<file path="src/rtl/game_pkg.sv">
// Shared state encoding, parameter defaults and helpers for the game controller.
package game_pkg;

  typedef enum logic [2:0] {
    S_IDLE  = 3'd0,
    S_PLAY  = 3'd1,
    S_PAUSE = 3'd2,
    S_HIT   = 3'd3,
    S_LVLUP = 3'd4,
    S_OVER  = 3'd5
  } state_t;

  localparam int LIVES_INIT_DEF   = 3;
  localparam int HIT_FRAMES_DEF   = 60;
  localparam int LVLUP_FRAMES_DEF = 30;
  localparam int MAX_LEVEL_DEF    = 15;

  // Frame counts must fit the 8-bit frame counter and be at least one tick.
  function automatic logic [7:0] clamp_frames(input int f);
    if (f < 1) return 8'd1;
    else if (f > 255) return 8'd255;
    else return f[7:0];
  endfunction

endpackage

</file>
<file path="src/rtl/btn_edge.sv">
// Rising-edge detector for a debounced, synchronous button level.
module btn_edge (
  input  logic clk,
  input  logic reset,
  input  logic btn,
  output logic rise
);

  logic prev_q;

  always_ff @(posedge clk) begin
    if (reset) prev_q <= 1'b0;
    else       prev_q <= btn;
  end

  assign rise = btn & ~prev_q;

endmodule

</file>
<file path="src/rtl/game_ctrl.sv">
// Game flow controller: start/pause handling, hit and level-up timing,
// lives and level bookkeeping. All outputs are registered.
module game_ctrl #(
  parameter int LIVES_INIT   = game_pkg::LIVES_INIT_DEF,
  parameter int HIT_FRAMES   = game_pkg::HIT_FRAMES_DEF,
  parameter int LVLUP_FRAMES = game_pkg::LVLUP_FRAMES_DEF,
  parameter int MAX_LEVEL    = game_pkg::MAX_LEVEL_DEF
) (
  input  logic       clk,
  input  logic       reset,
  input  logic       frame_tick,
  input  logic       start_btn,
  input  logic       pause_btn,
  input  logic       collide,
  input  logic       goal,
  output logic       run_en,
  output logic       reset_player,
  output logic [3:0] level,
  output logic [1:0] lives,
  output logic [2:0] state,
  output logic       game_over
);
  import game_pkg::*;

  localparam logic [1:0] LIVES_LD  = 2'(LIVES_INIT);
  localparam logic [3:0] LVL_MAX   = 4'(MAX_LEVEL);
  localparam logic [7:0] HIT_LAST  = clamp_frames(HIT_FRAMES) - 8'd1;
  localparam logic [7:0] LVL_LAST  = clamp_frames(LVLUP_FRAMES) - 8'd1;

  state_t     state_q, state_d;
  logic [7:0] cnt_q, cnt_d;
  logic [3:0] level_q, level_d;
  logic [1:0] lives_q, lives_d;
  logic       rp_q, rp_d;
  logic       run_en_q, game_over_q;
  logic       start_rise, pause_rise;
  logic       hit_done, lvl_done;

  btn_edge u_start_edge (
    .clk   (clk),
    .reset (reset),
    .btn   (start_btn),
    .rise  (start_rise)
  );

  btn_edge u_pause_edge (
    .clk   (clk),
    .reset (reset),
    .btn   (pause_btn),
    .rise  (pause_rise)
  );

  // The tick that completes the timed state is the one landing on the last count.
  assign hit_done = frame_tick && (cnt_q == HIT_LAST);
  assign lvl_done = frame_tick && (cnt_q == LVL_LAST);

  always_ff @(posedge clk) begin
    if (reset) begin
      state_q     <= S_IDLE;
      cnt_q       <= 8'd0;
      level_q     <= 4'd0;
      lives_q     <= 2'd0;
      rp_q        <= 1'b0;
      run_en_q    <= 1'b0;
      game_over_q <= 1'b0;
    end else begin
      state_q     <= state_d;
      cnt_q       <= cnt_d;
      level_q     <= level_d;
      lives_q     <= lives_d;
      rp_q        <= rp_d;
      run_en_q    <= (state_d == S_PLAY);
      game_over_q <= (state_d == S_OVER);
    end
  end

  always_comb begin
    state_d = state_q;
    case (state_q)
      S_IDLE, S_OVER: if (start_rise) state_d = S_PLAY;
      S_PLAY: begin
        if (collide)         state_d = S_HIT;
        else if (goal)       state_d = S_LVLUP;
        else if (pause_rise) state_d = S_PAUSE;
      end
      S_PAUSE: if (pause_rise) state_d = S_PLAY;
      S_HIT:   if (hit_done) state_d = (lives_q == 2'd0) ? S_OVER : S_PLAY;
      S_LVLUP: if (lvl_done) state_d = S_PLAY;
      default: state_d = S_IDLE;
    endcase
  end

  always_comb begin
    cnt_d   = cnt_q;
    level_d = level_q;
    lives_d = lives_q;
    rp_d    = 1'b0;
    case (state_q)
      S_IDLE, S_OVER: begin
        if (start_rise) begin
          level_d = 4'd1;
          lives_d = LIVES_LD;
          rp_d    = 1'b1;
          cnt_d   = 8'd0;
        end
      end
      S_PLAY: begin
        if (collide) begin
          lives_d = (lives_q == 2'd0) ? 2'd0 : lives_q - 2'd1;
          cnt_d   = 8'd0;
        end else if (goal) begin
          cnt_d = 8'd0;
        end
      end
      S_HIT: begin
        if (hit_done) begin
          cnt_d = 8'd0;
          rp_d  = (lives_q != 2'd0);
        end else if (frame_tick) begin
          cnt_d = cnt_q + 8'd1;
        end
      end
      S_LVLUP: begin
        if (lvl_done) begin
          cnt_d   = 8'd0;
          level_d = (level_q >= LVL_MAX) ? LVL_MAX : level_q + 4'd1;
          rp_d    = 1'b1;
        end else if (frame_tick) begin
          cnt_d = cnt_q + 8'd1;
        end
      end
      default: ;
    endcase
  end

  assign state        = state_q;
  assign level        = level_q;
  assign lives        = lives_q;
  assign reset_player = rp_q;
  assign run_en       = run_en_q;
  assign game_over    = game_over_q;

endmodule

</file>
<file path="config.mk">
export PLATFORM = sky130hd
export DESIGN_NAME = game_ctrl
export DESIGN_NICKNAME = d
export VERILOG_FILES = /design/src/rtl/game_pkg.sv /design/src/rtl/btn_edge.sv /design/src/rtl/game_ctrl.sv
export SDC_FILE = /design/constraint.sdc
export NUM_CORES = 1
export LEC_CHECK = 0
export CORE_ASPECT_RATIO = 0.5
export CORE_MARGIN = 5
export CORE_UTILIZATION = 50
export DETAILED_ROUTE_END_ITERATION = 8
export GPL_TIMING_DRIVEN = 0
export PLACE_DENSITY = 0.74
export SLEW_MARGIN = 20
export SYNTH_ARGS = -nofsm -noshare
export SYNTH_HDL_FRONTEND = slang
export SYNTH_SLANG_ARGS = --single-unit
</file>
<file path="constraint.sdc">
create_clock -name clk -period 2.4 [get_ports clk]
set_clock_uncertainty 0.2 [all_clocks]
set_input_delay 0.36 -clock clk [delete_from_list [all_inputs] [get_ports clk]]
set_output_delay 0.36 -clock clk [all_outputs]
set_load 0.05 [all_outputs]
</file>
* Yosys cells after proc, flatten, opt, wreduce, memory -nomap -nowiden
Cells that the tools add are included.
Word-level totals: latch bits 0, memory bits (writable) 0, bits in registers 22, memories 0, output and inout port bits 12, logic and storage cells 70, input bits 7, bits in read-only memories 0
Operators by class: reduce and logical (&&, ||, !) cells 12, shift operators 0, multiply operators 0, bitwise gates (word level) 4, equality and inequality tests 13, $lt $le $gt $ge 1, muxes and demuxes 28, divide/modulo/power cells 0, $add $sub $neg 3
Operators with widths (count):
- $mux W8 | 6
- $pmux W8 S4 | 1
- $mux W3 | 8
- $pmux W3 S5 | 1
- $mux W4 | 3
- $eq A3 B3 Y1 const B | 3
- $reduce_and A3 Y1 | 3
- $add A8 B1 Y8 const B | 1
- $eq A8 B5 Y1 const B | 1
- $eq A8 B6 Y1 const B | 1
- $pmux W4 S2 | 1
- $eq A3 B1 Y1 const B | 2
- $eq A3 B2 Y1 const B | 2
- $mux W2 | 3
- $ne A2 B2 Y1 const B | 3
- $reduce_bool A2 Y1 | 3
- $add A4 B1 Y4 const B | 1
- $ge A4 B4 Y1 const B | 1
- $pmux W2 S2 | 1
- $reduce_bool A4 Y1 | 1
- $logic_not A3 Y1 | 1
- $mux W1 | 3
- $ne A3 B3 Y1 const B | 1
- $pmux W1 S3 | 1
- other kinds (6) | 9

* Depth between registers and ports, before layout
depth after elaboration 7, mapped depth 7, depth with buffers taken out 6

* Cells and area by module
A second synthesis with hierarchy kept.
Unflattened totals: cells, all modules 149, area, all modules 1248.7 um^2
By module, submodules not included:
- game_ctrl | sequential area each 400.4 um^2, area an instance 1153.6 um^2, times used 1, cells each 143
- btn_edge | sequential area each 20.0 um^2, area an instance 47.5 um^2, times used 2, cells each 3

* Worst setup path before layout
No wires, ideal clock.
path type reg2reg, from register state_q[2], in the netlist state[2], to register game_over_q, in the netlist game_over, stages on the path, launching flop included 5, required time 2.097 ns, setup slack 0.367 ns, arrival 1.730 ns, path buffers 0, clock period less this slack 2.033 ns, library setup time 0.103 ns, path through dfxtp_1 or3b_4 nor3_4 nor2_2 a2111oi_2
Between the ends: longest elaborated chain between the ends 5, elaborated cells on any way between the ends 16, classes of those cells eq/ne (6); mux (8); reduce/logical (2)
Ends and longest elaborated chain:
- start: declaration | line game_ctrl.sv:30 | state_t state_q, state_d;
- start signal: assignment | line game_ctrl.sv:67 | state_q <= state_d;
- $mux W3 | line game_ctrl.sv:84 | else if (pause_rise) state_d = S_PAUSE;
- $mux W3 | line game_ctrl.sv:83 | else if (goal) state_d = S_LVLUP;
- $mux W3 | line game_ctrl.sv:82 | if (collide) state_d = S_HIT;
- $pmux W3 S5 * | line game_ctrl.sv:79 | case (state_q)
- $eq A3 B3 Y1 * | line game_ctrl.sv:73 | game_over_q <= (state_d == S_OVER);
- end signal: assignment | line game_ctrl.sv:73
- end: declaration | line game_ctrl.sv:35 | logic run_en_q, game_over_q;
Mark *: on every way between the ends. The rest lies on a longest branch, timed or not. A chain may end at the register's enable or synchronous reset.

* Final worst setup path
from register state_q[1], in the netlist state[1], to output state[1]
RTL lines:
- end: declaration | line game_ctrl.sv:20 | output logic [2:0] state,
No word-level cell between the ends.

==> flow_summary.yaml <==
cts:
  cts-resized-gates: 0
  cts_max_path_buffers: 2
  cts_tree: "done"
  cts_htree_levels: 1
  clk_pin_slew_ns: 0.08
  clkLatencyLatePin_ns: 0.27
  cts_hold_buffers: 0
  cts_buffers: 3
  cts_num_sinks: 22
  cts-root-buf: "clkbuf_8"
  postCtsSetupRepairBufs: 0
grt:
  use_met2_pct: 28.68
  gr-usage-met3_pct: 4.378
  grt_start_max_net_pins: 13
  grt_pass1_vias: 1131
  grt.met1_usage_pct: 21.76
  globalRouteTotalUtil_pct: 16.84
  antenna_found_initial: 0
  grt_pass1_wl_um: 5223
  grt-busiest-layer: "met2"
  grt.overflow.total: 0
setup_path:
  crit_path_start_kind: "flop"
  arrival_ns: 1.63
  crit_chain: "clkdlybuf4s50_1"
  cp-end-kind: "output port"
  path_buf_inv: 1
  path_max_fanout: 7
  path_class: "flop to output port"
  slowest_stage: "clkdlybuf4s50_1"
  required_ns: 1.84
  cpPeakStageDelay_ns: 0.87
  cp_top_family: "buffers and inverters"
timing:
  hold_viol: 0
  finalCritPeriodShare_pct: 91.37
  finalMaxSlewViolations: 0
  fmax_mhz: 456.0
  finalCriticalPeriod_ns: 2.193
  relSlewSlack_pct: 48.00
  worst_pin_slew_ns: 0.7699
  finalSetupViolations: 0
  fin_setup_tns_ns: 0
  rsz0062_at_grt: "false"
  finalWorstSetupSlack_ns: 0.2072
logic_synthesis:
  ys_ff_latch: 22
  synth_flop_cell: "dfxtp_1"
  syn_avg_cell_area_um2: 8.672
  yosysMostFrequentCell: "dfxtp_1"
  syn_nets: 169
  synthArstFlopShare_pct: 0
  syn_inst: 159
  yosys-top-cells-count: "22 x dfxtp_1, 13 x inv_1, 11 x nand2_1, 11 x o21ai_0"
  synth_edf_count: 0
  synthDistinctLibCells: 47
  synth_top_area_share_pct: 31.94
  yosysWarnings: 0
  yosys-top-cells-area: "dfxtp_1 32%, o221ai_1 5.1%, o21ai_0 4.0%"
  syn_area_mm2: 0.001379
  yosysSeqAreaShare_pct: 31.94
  yosys.area.top_type: "dfxtp_1"
placed_design:
  port_buffers: 16
  dpl.hpwl_um: 2364
  place.gp.congestion: 0.8196
  dpl_worst_slack_ns: 0.1744
power_and_ir_drop:
  peakVddDrop_uv: 233.7
  p_leak_uw: 0.0005479
  powerDensity_mw_per_mm2: 546.9
  power_uw: 897.1
drt:
  drt_iter0_markers: 76
  ant_nets: 0
  routedWlPerCell_um: 14.92
  drc_errors: 0
  wirelength_um: 3223
  routed_via_density: 6.037
  vias: 1304
  dr.pass1.iters: 4
status:
  status: "completed"
floorplan:
  start_util_pct: 52.65
  dieArea_mm2: 0.003971
  core-area_mm2: 0.002619
  io_pins: 19
  die_h_um: 47.13
  fp.dieW_um: 84.27
  fp-row-count: 13
final_layout:
  area_growth_syn_to_layout_pct: 18.97
  num_antenna_cells: 0
  nNetsFinal: 190
  drive_gt1_share_pct: 12.29
  fill_cells: 212
flow_run:
  maxCapViolations: 0
hold_path:
  min_path_type: "flop to flop"
where the power goes:
group	internal, µW	switching [µW]	total, µW
Combinational	83.3	142	226
Clock	147	126	272
Sequential	382	17.3	399
placed cells by master (no fill, tap or decap), types with 2 or more instances in the layout:
| cell type | netlist | routed |
|---|---|---|
| inv_1 | 13 | 13 |
| a221oi_1 | 3 | 3 |
| nor2b_1 | 8 | 8 |
| clkdlybuf4s50_1 | 0 | 16 |
| nand4bb_1 | 2 | 2 |
| clkbuf_1 | 2 | 2 |
| nor2_1 | 8 | 8 |
| clkbuf_8 | 0 | 4 |
| dfxtp_1 | 22 | 22 |
| buf_6 | 2 | 2 |
| o211ai_1 | 3 | 3 |
| nor4_1 | 2 | 2 |
| a21o_1 | 2 | 2 |
| o221ai_1 | 8 | 8 |
| o2111ai_1 | 2 | 2 |
| o21ai_0 | 11 | 11 |
| nand4b_1 | 2 | 2 |
| a2111oi_2 | 3 | 3 |
| a32o_1 | 2 | 2 |
| buf_2 | 4 | 4 |
| a21oi_1 | 6 | 6 |
| nor3_1 | 7 | 7 |
| nor3b_2 | 2 | 2 |
| nand2_1 | 11 | 11 |
| nand4_1 | 2 | 2 |
| nor3b_1 | 2 | 2 |
| nand3_1 | 3 | 3 |
| nand2b_1 | 2 | 2 |
| ha_1 | 3 | 3 |
| o21ai_1 | 3 | 3 |
final cells by class:
cell class | count | area (µm²) | area share (%)
plain buffers | 8 | 50.05 | 3.051
multi-input cells | 116 | 839.6 | 51.18
repair buffers | 16 | 160.2 | 9.764
flip-flops and latches | 22 | 440.4 | 26.85
inverters | 13 | 48.80 | 2.975
clock buffers | 4 | 55.05 | 3.356
well taps | 37 | 46.29 | 2.822
registers in the layout, indices dropped and copies added, names as in the netlist:
name,count
state,3
reset_player,1
lives,2
cnt_q,8
run_en,1
u_start_edge.prev_q,1
game_over,1
u_pause_edge.prev_q,1
level,4
logic make-up (layout without fill, tap and decap cells):
group / Yosys count / count (layout) / share of synthesized area (%)
compound gates: 51 / 51 / 29.31
fa+ha+maj: 3 / 3 / 2.723
simple gates: 61 / 61 / 28.22
buf+inv: 21 / 41 / 7.169
flops: 22 / 22 / 31.94
xor+xnor: 1 / 1 / 0.6353
per-stage QoR:
stage	std cells	hold slack [ns]	util, %	instance area, µm²
2_1_floorplan	159	0.2882	-	1379
3_5_place_dp	212	0.3096	60.54	1585
6_report	216	0.3113	62.64	1640
3_3_place_gp	212	0.2995	60.54	1585
5_1_grt	216	0.3381	62.64	1640
4_1_cts	216	0.3139	62.64	1640
per-layer routing:
| metal | share of wire, % | vias up |
|---|---|---|
| met4 | 1.1 | 0 |
| met2 | 43 | 29 |
| met5 | 0 | - |
| li1 | - | 651 |
| met3 | 6.0 | 4 |
| met1 | 50 | 620 |
final timing paths:
kind              cells after the start      endpoint      from  slack, ns
setup / recovery                      1      state[1]  state[1]       0.21
hold / removal                        2      level[1]  level[1]       0.31
setup reg to reg                      5  reset_player  cnt_q[0]       0.36
hold reg to reg                       2      level[1]  level[1]       0.31
Note: power is estimated with default switching activity, not from simulation.
